--- src/rtl/pe_pkg.sv ---
// pe_pkg: state encoding, config layout and legality helper for the row-stationary PE
package pe_pkg;
    localparam int CFG_W = 15;
    localparam int R_W = 2;
    localparam int S_W = 2;
    localparam int P_W = 3;
    localparam int Q_W = 2;
    localparam int F_W = 5;
    // wide enough for the largest p*R*q the config fields can encode
    localparam int CNT_W = $clog2((1 << P_W) * (1 << R_W) * (1 << Q_W) + 1);

    typedef enum logic [2:0] {
        IDLE,
        LOAD_FILTER,
        LOAD_IFMAP,
        LOAD_IPSUM,
        COMPUTE,
        WRITE_OPSUM,
        DONE
    } state_t;

    typedef struct packed {
        logic           zero;
        logic [F_W-1:0] f;
        logic [Q_W-1:0] q1;
        logic [P_W-1:0] p1;
        logic [S_W-1:0] s1;
        logic [R_W-1:0] r1;
    } cfg_t;

    function automatic logic cfg_legal(cfg_t c, int fd, int id, int pd, int lanes);
        int r = int'(c.r1) + 1;
        int s = int'(c.s1) + 1;
        int p = int'(c.p1) + 1;
        int q = int'(c.q1) + 1;
        return (p * r * q <= fd) && (r * q <= id) && (p <= pd) && (q <= lanes) && (s <= r);
    endfunction
endpackage

--- src/rtl/pe_rs_stride_mac.sv ---
// pe_mac: signed activation x weight product added to a wrapping psum
module pe_mac #(
    parameter int ACT_W  = 8,
    parameter int WGT_W  = 8,
    parameter int PSUM_W = 32
) (
    input  logic [ACT_W-1:0]  act,
    input  logic [WGT_W-1:0]  wgt,
    input  logic [PSUM_W-1:0] acc,
    output logic [PSUM_W-1:0] sum
);
    logic signed [ACT_W+WGT_W-1:0] prod;

    assign prod = $signed(act) * $signed(wgt);
    assign sum  = acc + PSUM_W'(prod);
endmodule

--- src/rtl/pe_rs_stride.sv ---
// pe_rs_stride: parametrised row-stationary PE with stride, zero-init psums and config checking
module pe_rs_stride
    import pe_pkg::*;
#(
    parameter int ACT_W        = 8,
    parameter int WGT_W        = 8,
    parameter int PSUM_W       = 32,
    parameter int LANES        = 4,
    parameter int IFMAP_DEPTH  = 12,
    parameter int FILTER_DEPTH = 48,
    parameter int PSUM_DEPTH   = 8,
    parameter int ZP_FLIP      = 1
) (
    input  logic                   clk,
    input  logic                   rst,
    input  logic                   pe_en,
    input  logic [CFG_W-1:0]       cfg,
    input  logic [LANES*ACT_W-1:0] ifmap,
    input  logic                   ifmap_valid,
    output logic                   ifmap_ready,
    input  logic [LANES*WGT_W-1:0] filter,
    input  logic                   filter_valid,
    output logic                   filter_ready,
    input  logic [PSUM_W-1:0]      ipsum,
    input  logic                   ipsum_valid,
    output logic                   ipsum_ready,
    output logic [PSUM_W-1:0]      opsum,
    output logic                   opsum_valid,
    input  logic                   opsum_ready,
    output logic                   busy,
    output logic                   done,
    output logic                   cfg_err
);
    localparam int FW = $clog2(FILTER_DEPTH);
    localparam int IW = $clog2(IFMAP_DEPTH);
    localparam int PW = $clog2(PSUM_DEPTH);
    localparam logic [CNT_W-1:0] ONE = 1;
    localparam logic [ACT_W-1:0] FLIP = (ZP_FLIP != 0) ? ACT_W'(1) << (ACT_W - 1) : '0;

    state_t state, state_n;
    cfg_t cfg_q, cin;
    logic [WGT_W-1:0] fspad [FILTER_DEPTH];
    logic [ACT_W-1:0] ispad [IFMAP_DEPTH];
    logic [PSUM_W-1:0] psum [PSUM_DEPTH];
    logic [CNT_W-1:0] r, s, p, q, rq, prq, sq, base;
    logic [CNT_W-1:0] faddr, iaddr, pidx, fcnt, m, k;
    logic [F_W-1:0] col;
    logic [PSUM_W-1:0] mac_sum;
    logic legal, f_last, i_last, p_last, c_last, k_last, more;

    assign cin    = cfg_t'(cfg);
    assign legal  = cfg_legal(cin, FILTER_DEPTH, IFMAP_DEPTH, PSUM_DEPTH, LANES);
    assign r      = CNT_W'(cfg_q.r1) + ONE;
    assign s      = CNT_W'(cfg_q.s1) + ONE;
    assign p      = CNT_W'(cfg_q.p1) + ONE;
    assign q      = CNT_W'(cfg_q.q1) + ONE;
    assign rq     = r * q;
    assign prq    = p * rq;
    assign sq     = s * q;
    assign base   = (r - s) * q;
    assign f_last = faddr + CNT_W'(LANES) >= prq;
    assign i_last = iaddr + q >= rq;
    assign p_last = pidx == p - ONE;
    assign c_last = fcnt == prq - ONE;
    assign k_last = k == rq - ONE;
    assign more   = col != cfg_q.f;

    assign busy         = state != IDLE;
    assign done         = state == DONE;
    assign filter_ready = state == LOAD_FILTER;
    assign ifmap_ready  = state == LOAD_IFMAP;
    assign ipsum_ready  = state == LOAD_IPSUM;
    assign opsum_valid  = state == WRITE_OPSUM;
    assign opsum        = opsum_valid ? psum[PW'(pidx)] : '0;

    pe_mac #(.ACT_W(ACT_W), .WGT_W(WGT_W), .PSUM_W(PSUM_W)) u_mac (
        .act(ispad[IW'(k)]),
        .wgt(fspad[FW'(fcnt)]),
        .acc(psum[PW'(m)]),
        .sum(mac_sum)
    );

    always_ff @(posedge clk or posedge rst) begin
        if (rst) state <= IDLE;
        else state <= state_n;
    end

    always_comb begin
        state_n = state;
        case (state)
            IDLE:        if (pe_en && legal) state_n = LOAD_FILTER;
            LOAD_FILTER: if (filter_valid && f_last) state_n = LOAD_IFMAP;
            LOAD_IFMAP:  if (ifmap_valid && i_last) state_n = cfg_q.zero ? COMPUTE : LOAD_IPSUM;
            LOAD_IPSUM:  if (ipsum_valid && p_last) state_n = COMPUTE;
            COMPUTE:     if (c_last) state_n = WRITE_OPSUM;
            WRITE_OPSUM: if (opsum_ready && p_last) state_n = more ? LOAD_IFMAP : DONE;
            default:     state_n = IDLE;
        endcase
    end

    always_ff @(posedge clk or posedge rst) begin
        if (rst) begin
            cfg_q   <= '0;
            cfg_err <= 1'b0;
            faddr   <= '0;
            iaddr   <= '0;
            pidx    <= '0;
            fcnt    <= '0;
            m       <= '0;
            k       <= '0;
            col     <= '0;
            for (int i = 0; i < FILTER_DEPTH; i++) fspad[i] <= '0;
            for (int i = 0; i < IFMAP_DEPTH; i++) ispad[i] <= '0;
            for (int i = 0; i < PSUM_DEPTH; i++) psum[i] <= '0;
        end else begin
            case (state)
                IDLE: if (pe_en) begin
                    cfg_q   <= cin;
                    cfg_err <= !legal;
                    faddr   <= '0;
                    iaddr   <= '0;
                    pidx    <= '0;
                    fcnt    <= '0;
                    m       <= '0;
                    k       <= '0;
                    col     <= '0;
                end
                LOAD_FILTER: if (filter_valid) begin
                    for (int i = 0; i < LANES; i++)
                        if (faddr + CNT_W'(i) < prq)
                            fspad[FW'(faddr + CNT_W'(i))] <= filter[i*WGT_W +: WGT_W];
                    faddr <= faddr + CNT_W'(LANES);
                end
                LOAD_IFMAP: if (ifmap_valid) begin
                    for (int i = 0; i < LANES; i++)
                        if (CNT_W'(i) < q)
                            ispad[IW'(iaddr + CNT_W'(i))] <= ifmap[i*ACT_W +: ACT_W] ^ FLIP;
                    iaddr <= iaddr + q;
                    if (i_last && cfg_q.zero)
                        for (int i = 0; i < PSUM_DEPTH; i++) psum[i] <= '0;
                end
                LOAD_IPSUM: if (ipsum_valid) begin
                    psum[PW'(pidx)] <= ipsum;
                    pidx <= p_last ? '0 : pidx + ONE;
                end
                COMPUTE: begin
                    psum[PW'(m)] <= mac_sum;
                    fcnt <= c_last ? '0 : fcnt + ONE;
                    k    <= (c_last || k_last) ? '0 : k + ONE;
                    m    <= c_last ? '0 : k_last ? m + ONE : m;
                end
                WRITE_OPSUM: if (opsum_ready) begin
                    pidx <= p_last ? '0 : pidx + ONE;
                    // slide the window down by one stride; new rows land at the top
                    if (p_last && more) begin
                        col   <= col + F_W'(1);
                        iaddr <= base;
                        for (int i = 0; i < IFMAP_DEPTH; i++)
                            ispad[i] <= (CNT_W'(i) + sq < rq) ? ispad[IW'(CNT_W'(i) + sq)] : '0;
                    end
                end
                default: ;
            endcase
        end
    end
endmodule

--- config.mk ---
export PLATFORM = sky130hd
export DESIGN_NAME = pe_rs_stride
export DESIGN_NICKNAME = d
export VERILOG_FILES = /design/src/rtl/pe_pkg.sv /design/src/rtl/pe_rs_stride_mac.sv /design/src/rtl/pe_rs_stride.sv
export SDC_FILE = /design/constraint.sdc
export NUM_CORES = 2
export LEC_CHECK = 0
export CAP_MARGIN = 40
export CELL_PAD_IN_SITES_DETAIL_PLACEMENT = 1
export CELL_PAD_IN_SITES_GLOBAL_PLACEMENT = 1
export CORE_ASPECT_RATIO = 0.6
export CORE_MARGIN = 5
export CORE_UTILIZATION = 54
export CTS_BUF_LIST = sky130_fd_sc_hd__clkbuf_16
export DETAILED_ROUTE_END_ITERATION = 7
export PLACE_DENSITY_LB_ADDON = 0.15
export RECOVER_POWER = 100
export SLEW_MARGIN = 25
export SYNTH_ARGS = -nofsm -noshare
export SYNTH_HDL_FRONTEND = slang
export SYNTH_SLANG_ARGS = --single-unit
--- constraint.sdc ---
create_clock -name clk -period 65.6 [get_ports clk]
set_input_delay 6.56 -clock clk [delete_from_list [all_inputs] [get_ports clk]]
set_output_delay 6.56 -clock clk [all_outputs]
set_load 0.01 [all_outputs]
==> key figures <==
Run status
  – Status: finished with violations
  – Failing checks: capacitance limit, slew limit

Placed design
  – PortBufs: 156
  – Detailed placement HPWL: 173500 microns
  – Placed Cells: 7403
  – GPL Wtd Cong: 1.001
  – Placed Area: 61640 sq um

Final layout
  – Fin cells: between 7k and 8k
  – Cell area after layout: 64300 sq um
  – Final #Nets: 6525
  – End-of-flow core utilization: 59.93%
  – Area Overhead vs Synth: 10.17%
  – Share of cells above drive strength 1: 12.73%

Yosys
  – Syn nets: 6580
  – Cell with the most instances after synthesis: dfrtp_1
  – Avg Inst Size Synth: around 9.5 sq um
  – Yosys warns: 0
  – Sequential area share after synthesis: 34.35%
  – Number of synthesized flops with an enable pin: 0
  – Yosys cell types: between 80 and 90
  – Post-synth top area cell: dfrtp_1
  – Primary FF master, synth: dfrtp_1
  – Share of the synthesized area in the top cell type: 34.35%
  – Mapped Cells: 6147
  – Most frequent cells after synthesis: dfrtp_1, nand2_1, nor2_1
  – Area contributors post-synth: dfrtp_1, mux2i_1, mux2_2
  – Synth Register Bits: 801
  – Cell Area, Synth: 58360 sq um
  – Fraction of registers with async set/reset: 100.0%

Timing
  – Slew @ Worst Pin: 5171 ps
  – # setup viols final: 0
  – Clock period minus worst slack: roughly 22000 ps
  – Slew headroom: -244.7%
  – TNS Setup: 0 ps
  – Tcrit/Tclk final: 34.02%
  – Clk_skew: between 50 and 60 ps
  – Pins Over Slew Limit: 1273
  – Fmax achieved: 44.81 MHz
  – Unrepaired setup endpoints after global routing: no
  – Final hold violation count: 0

Drt
  – Vias: 55.92k
  – DR iter-0 viols: 7930
  – ANT nets after route: 0
  – Vias per std cell: 7.373
  – WL final: ~260000 microns
  – Drc violations: 0
  – DR WL/cell: 34.11 microns
  – Length of the first detailed-routing pass in iterations: 7

Global routing
  – GRT Residual Overflow: 0
  – First-pass GRT wire length: 381200 microns
  – Largest net degree at the start of global routing: 93
  – Total GRT Usage: 43.82%
  – Initial antenna violation count: 8
  – Vias in the first global route: 57.45k

Critical path
  – Worst R2R Path Depth: 32
  – CP required: about 66000 ps
  – Reg-to-reg startpoint: fcnt[1]$_DFFE_PP0P_
  – CP Cell Sequence: dlygate4sd3_1, clkinvlp_2, clkbuf_1, clkbuf_1, clkbuf_1, clkbuf_1, clkbuf_1, clkbuf_1, clkbuf_1
  – Crit path max fanout: 92
  – Top cell by count, worst path: clkbuf_1
  – Crit-path slowest cell: clkbuf_1
  – Cell family with most CP delay: buffers and inverters
  – Critical Path AT: 22530 ps
  – Crit. End Element: async pin
  – Reg-to-Reg End: psum[223]$_DFFE_PP0P_
  – Crit path kind: in -> async
  – Crit start category: primary input
  – Worst R2R Setup Slack: 49120 ps
  – CP peak stage delay: 3720 ps
  – Bufs and invs on worst path: 9

Clock network
  – CTS Buf Count: 82
  – H-Tree Depth: 3
  – Post-CTS Setup Inserts: 0
  – TritonCTS clock tree: yes
  – Worst-skew pair later-pin latency: 750 ps
  – Hold-fix buffers, CTS: 0
  – Worst-path clk slew: around 60 ps
  – CTS-repair resized insts: 0
  – Root Driver: clkbuf_16
  – Clk buf depth: 3
  – CTS Sinks: 801

Floorplan
  – Die Width: 434.4 microns
  – Die Ht: 264.7 microns
  – Core area: approximately 110000 sq um
  – Num ports: 157
  – Initial core utilization: 54.40%
  – Row cnt: 93
  – Die area: 115000 sq um

Min path
  – Worst Hold Class: reg -> reg
  – Hold Path Sink: cfg_q[1]$_DFFE_PP0P_
  – Min-delay src: cfg_q[1]$_DFFE_PP0P_
  – Hold path depth: 2

Job
  – Max-Cap Viols: 27
per-stage QoR:
stage | hold WS (ps) | setup slack, ps
floorplan | 449.7 | 36550
global placement | 468.4 | 53440
detailed placement | 484.2 | 53280
CTS | 498.6 | 53590
global route | 526.8 | 40640
finish | 496.8 | 43290
registers in the layout (all words and copies together) (netlist names), 5 cells and up:
name,flops
fspad,384
k,8
faddr,6
fcnt,8
ispad,96
iaddr,8
cfg_q,15
col,5
pidx,8
psum,256
cell usage in the layout, fill, tap and decap left out, types with 110 or more instances in the layout:
| cell | synthesis | layout |
|---|---|---|
| nand2_1 | 589 | 587 |
| clkdlybuf4s50_1 | 0 | 113 |
| dfrtp_1 | 801 | 798 |
| inv_1 | 202 | 220 |
| mux4_2 | 112 | 112 |
| a22o_1 | 110 | 110 |
| ha_1 | 230 | 229 |
| mux2_2 | 396 | 337 |
| a21oi_1 | 413 | 413 |
| nor2_1 | 517 | 508 |
| mux2i_1 | 511 | 511 |
| o21ai_0 | 308 | 308 |
| a22oi_1 | 128 | 128 |
| o22ai_1 | 188 | 188 |
cell type report:
type,instances,area [sq um]
tap,1425,1783
sequential,801,20050
inverter,217,818.3
clock inverter,66,578.1
timing repair buffer,345,3029
antenna,2,5.005
multi-input combinational,4645,35950
clock buffer,83,2077
fill,11790,42990
how the worst max path moves through the flow:
| stage | to | slack, ps | from | depth (start not counted) |
|---|---|---|---|---|
| floorplan | cfg_err$_DFFE_PP0P_ | 36550 | rst | 1 |
| global placement | state[1]$_DFFE_PP0P_ | 53440 | cfg[4] | 19 |
| detailed placement | state[1]$_DFFE_PP0P_ | 53280 | cfg[4] | 19 |
| CTS | psum[219]$_DFFE_PP0P_ | 53590 | fcnt[1]$_DFFE_PP0P_ | 33 |
| global route | psum[175]$_DFFE_PP0P_ | 40640 | rst | 9 |
| finish | psum[128]$_DFFE_PP0P_ | 43290 | rst | 9 |
cell families after synthesis:
group,count (synthesis),share of synthesized area [%]
XOR/XNOR,141,2.165
AND/OR/NAND/NOR,1461,10.74
adder cells (fa/ha/maj),315,7.847
multiplexers,1020,20.77
buffers and inverters,701,4.582
AO/OA/AOI/OAI,1708,19.55
flip-flops,801,34.35
metal layers:
metal  wire, microns  track usage [%]  vias up
li1                -                -    22513
met1          105200            62.09    28227
met2          106300            61.58     4340
met3           36810            15.95      836
met4           10300            15.88        4
met5              70           0.3689        -
worst register-to-register path: cells and delay by family (launching register included):
family	cells	cell delay [ps]
compound gates	10	4320
buf+inv	6	3950
simple gates	9	3830
fa+ha+maj	6	2560
flops	1	1550
xor+xnor	1	70
Power is left out: the tool's default activity adds up to more than one toggle a clock period on the data nets, which glitch-free logic cannot reach.
